$ cat src/rtl/draw_rect_sync_pkg.sv
// Shared types and constants for the rectangle overlay pixel stage.
package draw_rect_sync_pkg;

    localparam int HOR_PIXELS = 800;
    localparam int VER_PIXELS = 600;

    typedef logic [11:0] rgb_t;
    typedef logic [10:0] coord_t;

    typedef enum logic {
        ST_IDLE    = 1'b0,
        ST_PENDING = 1'b1
    } state_e;

    // Inclusive span test done in 12 bits so that lo + len never wraps.
    function automatic logic in_span(input coord_t v, input coord_t lo, input logic [11:0] len);
        logic [11:0] w_lo;
        logic [11:0] w_hi;
        w_lo = {1'b0, lo};
        w_hi = w_lo + len - 12'd1;
        return ({1'b0, v} >= w_lo) && ({1'b0, v} <= w_hi);
    endfunction

endpackage

$ cat src/rtl/draw_rect_sync_if.sv
// VGA pixel stream bundle: counters, syncs, blanks and colour.
interface vga_if;
    import draw_rect_sync_pkg::*;

    coord_t hcount;
    coord_t vcount;
    logic   hsync;
    logic   vsync;
    logic   hblnk;
    logic   vblnk;
    rgb_t   rgb;

    // Consumer side of the stream.
    modport in     (input  hcount, vcount, hsync, vsync, hblnk, vblnk, rgb);
    // Producer side of the stream.
    modport out    (output hcount, vcount, hsync, vsync, hblnk, vblnk, rgb);
    modport slave  (input  hcount, vcount, hsync, vsync, hblnk, vblnk, rgb);
    modport master (output hcount, vcount, hsync, vsync, hblnk, vblnk, rgb);

endinterface

$ cat src/rtl/draw_rect_sync.sv
// Overlays a solid rectangle on a VGA stream with one clock of latency.
// The rectangle position is double-buffered: a request is parked in a
// pending register and only becomes active at the rising edge of vblnk,
// so a visible frame never shows a half-moved rectangle.
module draw_rect_sync
    import draw_rect_sync_pkg::*;
#(
    parameter int     RECT_W     = 48,
    parameter int     RECT_H     = 64,
    parameter rgb_t   RECT_COLOR = 12'hF00,
    parameter coord_t X_INIT     = 11'd0,
    parameter coord_t Y_INIT     = 11'd0
) (
    input  logic   clk,
    input  logic   rst,
    vga_if.in      in,
    vga_if.out     out,
    input  coord_t pos_x,
    input  coord_t pos_y,
    input  logic   pos_valid,
    output logic   pos_ready,
    output logic   frame_start
);

    state_e r_state;
    state_e w_state_nxt;
    coord_t r_ax;
    coord_t r_ay;
    coord_t r_px;
    coord_t r_py;
    logic   r_vblnk_prev;
    logic   w_vblnk_rise;
    logic   w_xfer;
    logic   w_commit;
    logic   w_hit;
    rgb_t   w_rgb_nxt;

    assign pos_ready    = (r_state == ST_IDLE) && !rst;
    assign w_xfer       = pos_valid && pos_ready;
    assign w_vblnk_rise = in.vblnk && !r_vblnk_prev;

    // Hit test against the active position and choice of the next pixel colour.
    always_comb begin
        w_hit     = 1'b0;
        w_rgb_nxt = in.rgb;
        if (!in.hblnk && !in.vblnk) begin
            w_hit = in_span(in.hcount, r_ax, 12'(RECT_W)) &&
                    in_span(in.vcount, r_ay, 12'(RECT_H));
        end else begin
            w_hit = 1'b0;
        end
        if (w_hit) begin
            w_rgb_nxt = RECT_COLOR;
        end else begin
            w_rgb_nxt = in.rgb;
        end
    end

    // Next-state logic: a parked request commits only on the vblnk rising edge.
    always_comb begin
        w_state_nxt = r_state;
        w_commit    = 1'b0;
        case (r_state)
            ST_IDLE: begin
                if (w_xfer) begin
                    w_state_nxt = ST_PENDING;
                end else begin
                    w_state_nxt = ST_IDLE;
                end
            end
            ST_PENDING: begin
                if (w_vblnk_rise) begin
                    w_state_nxt = ST_IDLE;
                    w_commit    = 1'b1;
                end else begin
                    w_state_nxt = ST_PENDING;
                end
            end
            default: begin
                w_state_nxt = ST_IDLE;
                w_commit    = 1'b0;
            end
        endcase
    end

    // Position buffers, FSM state and vblnk edge history.
    always_ff @(posedge clk) begin
        if (rst) begin
            r_state      <= ST_IDLE;
            r_ax         <= X_INIT;
            r_ay         <= Y_INIT;
            r_px         <= 11'd0;
            r_py         <= 11'd0;
            r_vblnk_prev <= 1'b0;
        end else begin
            r_state      <= w_state_nxt;
            r_vblnk_prev <= in.vblnk;
            if (w_xfer) begin
                r_px <= pos_x;
                r_py <= pos_y;
            end
            if (w_commit) begin
                r_ax <= r_px;
                r_ay <= r_py;
            end
        end
    end

    // One-clock stream pipeline; timing fields are copied, colour is overlaid.
    always_ff @(posedge clk) begin
        if (rst) begin
            out.hcount  <= 11'd0;
            out.vcount  <= 11'd0;
            out.hsync   <= 1'b0;
            out.vsync   <= 1'b0;
            out.hblnk   <= 1'b0;
            out.vblnk   <= 1'b0;
            out.rgb     <= 12'h000;
            frame_start <= 1'b0;
        end else begin
            out.hcount  <= in.hcount;
            out.vcount  <= in.vcount;
            out.hsync   <= in.hsync;
            out.vsync   <= in.vsync;
            out.hblnk   <= in.hblnk;
            out.vblnk   <= in.vblnk;
            out.rgb     <= w_rgb_nxt;
            frame_start <= w_vblnk_rise;
        end
    end

endmodule
$ cat src/flat_wrapper.sv
// flat-port wrapper written by rule: the top's interface ports become plain ports
module draw_rect_sync_flat import draw_rect_sync_pkg::*;
#(
    parameter int     RECT_W     = 48,
    parameter int     RECT_H     = 64,
    parameter rgb_t   RECT_COLOR = 12'hF00,
    parameter coord_t X_INIT     = 11'd0,
    parameter coord_t Y_INIT     = 11'd0
)
  (clk, rst, pos_x, pos_y, pos_valid, pos_ready, frame_start, in_hcount, in_vcount, in_hsync, in_vsync, in_hblnk, in_vblnk, in_rgb, out_hcount, out_vcount, out_hsync, out_vsync, out_hblnk, out_vblnk, out_rgb);
  vga_if in_i ();
  vga_if out_i ();
  input  logic clk;
  input  logic rst;
  input  coord_t pos_x;
  input  coord_t pos_y;
  input  logic pos_valid;
  output logic pos_ready;
  output logic frame_start;
  input wire logic [$bits(in_i.hcount)-1:0] in_hcount;
  input wire logic [$bits(in_i.vcount)-1:0] in_vcount;
  input wire logic [$bits(in_i.hsync)-1:0] in_hsync;
  input wire logic [$bits(in_i.vsync)-1:0] in_vsync;
  input wire logic [$bits(in_i.hblnk)-1:0] in_hblnk;
  input wire logic [$bits(in_i.vblnk)-1:0] in_vblnk;
  input wire logic [$bits(in_i.rgb)-1:0] in_rgb;
  output wire logic [$bits(out_i.hcount)-1:0] out_hcount;
  output wire logic [$bits(out_i.vcount)-1:0] out_vcount;
  output wire logic [$bits(out_i.hsync)-1:0] out_hsync;
  output wire logic [$bits(out_i.vsync)-1:0] out_vsync;
  output wire logic [$bits(out_i.hblnk)-1:0] out_hblnk;
  output wire logic [$bits(out_i.vblnk)-1:0] out_vblnk;
  output wire logic [$bits(out_i.rgb)-1:0] out_rgb;
  assign in_i.hcount = in_hcount;
  assign in_i.vcount = in_vcount;
  assign in_i.hsync = in_hsync;
  assign in_i.vsync = in_vsync;
  assign in_i.hblnk = in_hblnk;
  assign in_i.vblnk = in_vblnk;
  assign in_i.rgb = in_rgb;
  assign out_hcount = out_i.hcount;
  assign out_vcount = out_i.vcount;
  assign out_hsync = out_i.hsync;
  assign out_vsync = out_i.vsync;
  assign out_hblnk = out_i.hblnk;
  assign out_vblnk = out_i.vblnk;
  assign out_rgb = out_i.rgb;
  draw_rect_sync #(.RECT_W(RECT_W), .RECT_H(RECT_H), .RECT_COLOR(RECT_COLOR), .X_INIT(X_INIT), .Y_INIT(Y_INIT)) u_core (.clk(clk), .rst(rst), .in(in_i), .out(out_i), .pos_x(pos_x), .pos_y(pos_y), .pos_valid(pos_valid), .pos_ready(pos_ready), .frame_start(frame_start));
endmodule
$ cat config.mk
export PLATFORM = sky130hd
export DESIGN_NAME = draw_rect_sync_flat
export DESIGN_NICKNAME = d
export VERILOG_FILES = /design/src/rtl/draw_rect_sync_pkg.sv /design/src/rtl/draw_rect_sync_if.sv /design/src/rtl/draw_rect_sync.sv /design/src/flat_wrapper.sv
export SDC_FILE = /design/constraint.sdc
export NUM_CORES = 1
export LEC_CHECK = 0
export ABC_AREA = 1
export ABC_CLOCK_PERIOD_IN_PS = 5890
export BUFFER_PORTS_ARGS = -buffer_cell sky130_fd_sc_hd__buf_2
export CAP_MARGIN = 25
export CORE_MARGIN = 8
export CORE_UTILIZATION = 40
export CTS_CLUSTER_DIAMETER = 50
export DETAILED_ROUTE_END_ITERATION = 16
export MAX_ROUTING_LAYER = met4
export SLEW_MARGIN = 40
export SYNTH_ARGS = -nofsm -noshare
export SYNTH_HDL_FRONTEND = slang
export SYNTH_SLANG_ARGS = --single-unit
$ cat constraint.sdc
create_clock -name clk -period 5.89 [get_ports clk]
set_input_delay 0.589 -clock clk [delete_from_list [all_inputs] [get_ports clk]]
set_output_delay 0.589 -clock clk [all_outputs]
set_load 0.05 [all_outputs]
==> impl_results.md <==
* Status: completed
* Final hold vios at 0
* Detail Placement HPWL at 7880 um
* Yosys cell types at 32
* Number of buffers created by CTS at 9
* Share of post-route cells with drive strength above 1 at between 10% and 20%
* Worst-skew pair later-pin latency at 350 ps
* Number of diodes at 0
* Postcts setup bufs at 0
* Leakage power at 2.54 nW
* Final period util at 46.9%
* Final min period at 2760 ps
* GRT Util Overall at 14.7%
* Hold WC Path Type: input pin to register
* Horiz. Die Dim at 118 um
* CTS clock-pin slew for the worst setup and hold paths at around 90 ps
* Final GP Congestion at roughly 0.9
* Cells after Synth at 560
* DRT Pass-1 Iters at 4
* Peak supply drop at roughly 0.13 mV
* Via count at 3630
* #FFs+latches synth at 84
* Vias per inst at 4.54
* Sw frac at 32.0%
* DRC violations left at 0
* Post-route ant nets at 0
* Power Dens Cells at 259 nW/um2
* Seq pwr share at 47.7%
* Crit. End Element: register
* Area growth from synthesis to layout at 19.5%
* Wire per inst at 12.3 um
* First-pass GRT wire length at 16700 um
* Skew final at 14.1 ps
* Initial Util at 40.9%
* Critical path class: register to register
* Port Buf Inserts at 102
* Crit path DAT at 3000 ps
* CTS tree: built
* Ys Warns at 0
* Die height at 118 um
* Max Buffers Root-to-Sink at 2
* Max Cap Viol at 0
* Syn nets at 669
* Vias in the first global route at between 3k and 4k
* Drt initial violations at 192
* Remaining global-route overflow at 0
* Drt total wl at 9790 um
* Post-Syn Area at 4190 um2
* Syn avg cell area at 7.48 um2
* Final Setup Violations at 0
* # nets final at 767
* Post-layout util at between 40 and 50%
* Post-CTS sizing at 0
* # rows at 37
* CP Launch Type: register
* Peak Freq at 362 MHz
* Slew @ Worst Pin at 658 ps
* # IOs at 103
* Core Box Area at 10200 um2
* Setup TNS at 0 ps
* Internal Power at 0.881 mW
* Sequential fraction of the synthesis area at between 40 and 50%
* Die Area at 14000 um2
* Req. time, crit path at 6130 ps
* Flop2flop setup slack at ~3100 ps
* Largest net degree at the start of global routing at 46
* Critical-path maximum fanout at 8
* CTS sink cnt at 84
* Max_slew headroom at 56.1%
* Hold bufs inserted after CTS at 0
* H-tree levels at 3
* Max Slew Vio Count at 0
* Initial antenna violation count at 0
* Clock root cell: clkbuf_8
* RSZ-0062 raised after global routing: no
* Switching power at just over 0.4 mW
* Combinational share of power at 22.2%
* Clk pwr share at 30.1%
## flip-flops by register name (all words and copies together) (netlist names)
register	flops
u_core.out.rgb	12
u_core.out.hcount	11
u_core.out.vcount	11
u_core.r_ax	11
u_core.r_ay	11
u_core.r_px	11
u_core.r_py	11
u_core.frame_start	1
u_core.out.hblnk	1
u_core.out.hsync	1
u_core.out.vsync	1
u_core.r_state	1
u_core.r_vblnk_prev	1
## cell usage in the layout (no fill, tap or decap), types with 2 or more instances in the layout
master and instances:
dfxtp_1 84, xor2_1 15, clkinvlp_4 2, nor3_1 5, inv_2 4, o21ai_0 45, clkbuf_8 11, nand2_2 2
buf_2 102, nand4_1 3, inv_6 3, nor2_1 67, o21ai_1 3, inv_1 80, xnor2_1 2, a21o_1 2
nand2_1 117, ha_1 46, nand3_1 18, a21oi_1 38
## power groups by stage
stage | clock network (mW) | registers, mW | logic (mW)
6_report | 0.390 | 0.619 | 0.288
5_1_grt | 0.431 | 0.623 | 0.327
4_1_cts | 0.403 | 0.619 | 0.291
3_5_place_dp | 0 | 0.632 | 0.290
3_3_place_gp | 0 | 0.631 | 0.284
2_1_floorplan | 0 | 0.681 | 0.158
## synth_stat cells, drive strengths merged
cell | instances | area, um2
ha | 46 | 576
xor2 | 15 | 131
inv | 84 | 315
nor2 | 69 | 269
nor3 | 6 | 41.3
a21oi | 38 | 190
o21ai | 49 | 257
and2 | 1 | 6.26
a21o | 2 | 15.0
xnor2 | 2 | 17.5
nand3b | 1 | 7.51
o21bai | 1 | 7.51
o21a | 1 | 7.51
a211oi | 1 | 7.51
nand3 | 19 | 108
clkbuf | 9 | 33.8
nand2 | 119 | 452
or2 | 1 | 6.26
and3 | 1 | 6.26
dfxtp | 84 | 1680
nand4 | 3 | 18.8
buf | 7 | 31.3
clkinv | 1 | 3.75
## critical path: stages (launching register included)
cell and delay (ps):
dfxtp_1 340, inv_1 90, ha_1 240, nand3_1 130, nor3_1 100, nor3_1 290, nand3_1 150, xor2_1 170
ha_1 290, nand3_1 90, inv_1 60, nand2_1 70, inv_1 40, nand2_1 50, nand3_1 60, nand2_1 70
nand2_2 100, o21ai_4 270, nor2_1 60
## kinds of logic after synthesis
kind of cell | after synthesis | share of synthesized area [%]
and+or+nand+nor | 220 | 21.8
buffers and inverters | 101 | 9.17
AOI/OAI and AO/OA | 92 | 11.6
DFF | 84 | 40.1
adders and majority gates | 46 | 13.7
xor gates and xnor gates | 17 | 3.55
## metal layers
| layer | track usage, % | wire length (um) | vias to the layer above |
|---|---|---|---|
| met3 | 3.95 | 650 | 10 |
| met2 | 21.7 | 3970 | 102 |
| li1 | - | - | 1959 |
| met4 | 5.84 | 146 | 0 |
| met5 | - | 0 | - |
| met1 | 18.7 | 5020 | 1559 |
## cell type report
| type | instances | area (um2) |
|---|---|---|
| fillers | 1033 | 5230 |
| multi-input cells | 375 | 2120 |
| flip-flops and latches | 84 | 1680 |
| repair buffers | 103 | 518 |
| inverters | 85 | 320 |
| well taps | 136 | 170 |
| clock buffers | 11 | 151 |
| clock inverters | 5 | 41.3 |
## through the flow
stage,total power [mW],area [um2],std cells,setup slack [ps],hold slack (ps)
after floorplan,0.839,4190,560,3480,446
after global routing,1.38,5010,799,2780,419
after detailed placement,0.922,4810,783,3110,475
final,1.30,5010,799,3130,433
after global placement,0.915,4810,783,3040,470
after CTS,1.31,5010,799,3090,415
## final timing paths
check	from	end	depth (start not counted)
worst max-delay path	u_core.r_ay[0]$_SDFFE_PP0P_	u_core.out.rgb[0]$_SDFF_PP0_	18
worst min-delay path	pos_y[2]	u_core.r_py[2]$_SDFFE_PP0P_	3
worst max register to register	u_core.r_ay[0]$_SDFFE_PP0P_	u_core.out.rgb[0]$_SDFF_PP0_	18
worst min register to register	u_core.r_px[7]$_SDFFE_PP0P_	u_core.r_px[7]$_SDFFE_PP0P_	2
Power figures use the tool's default switching activity.
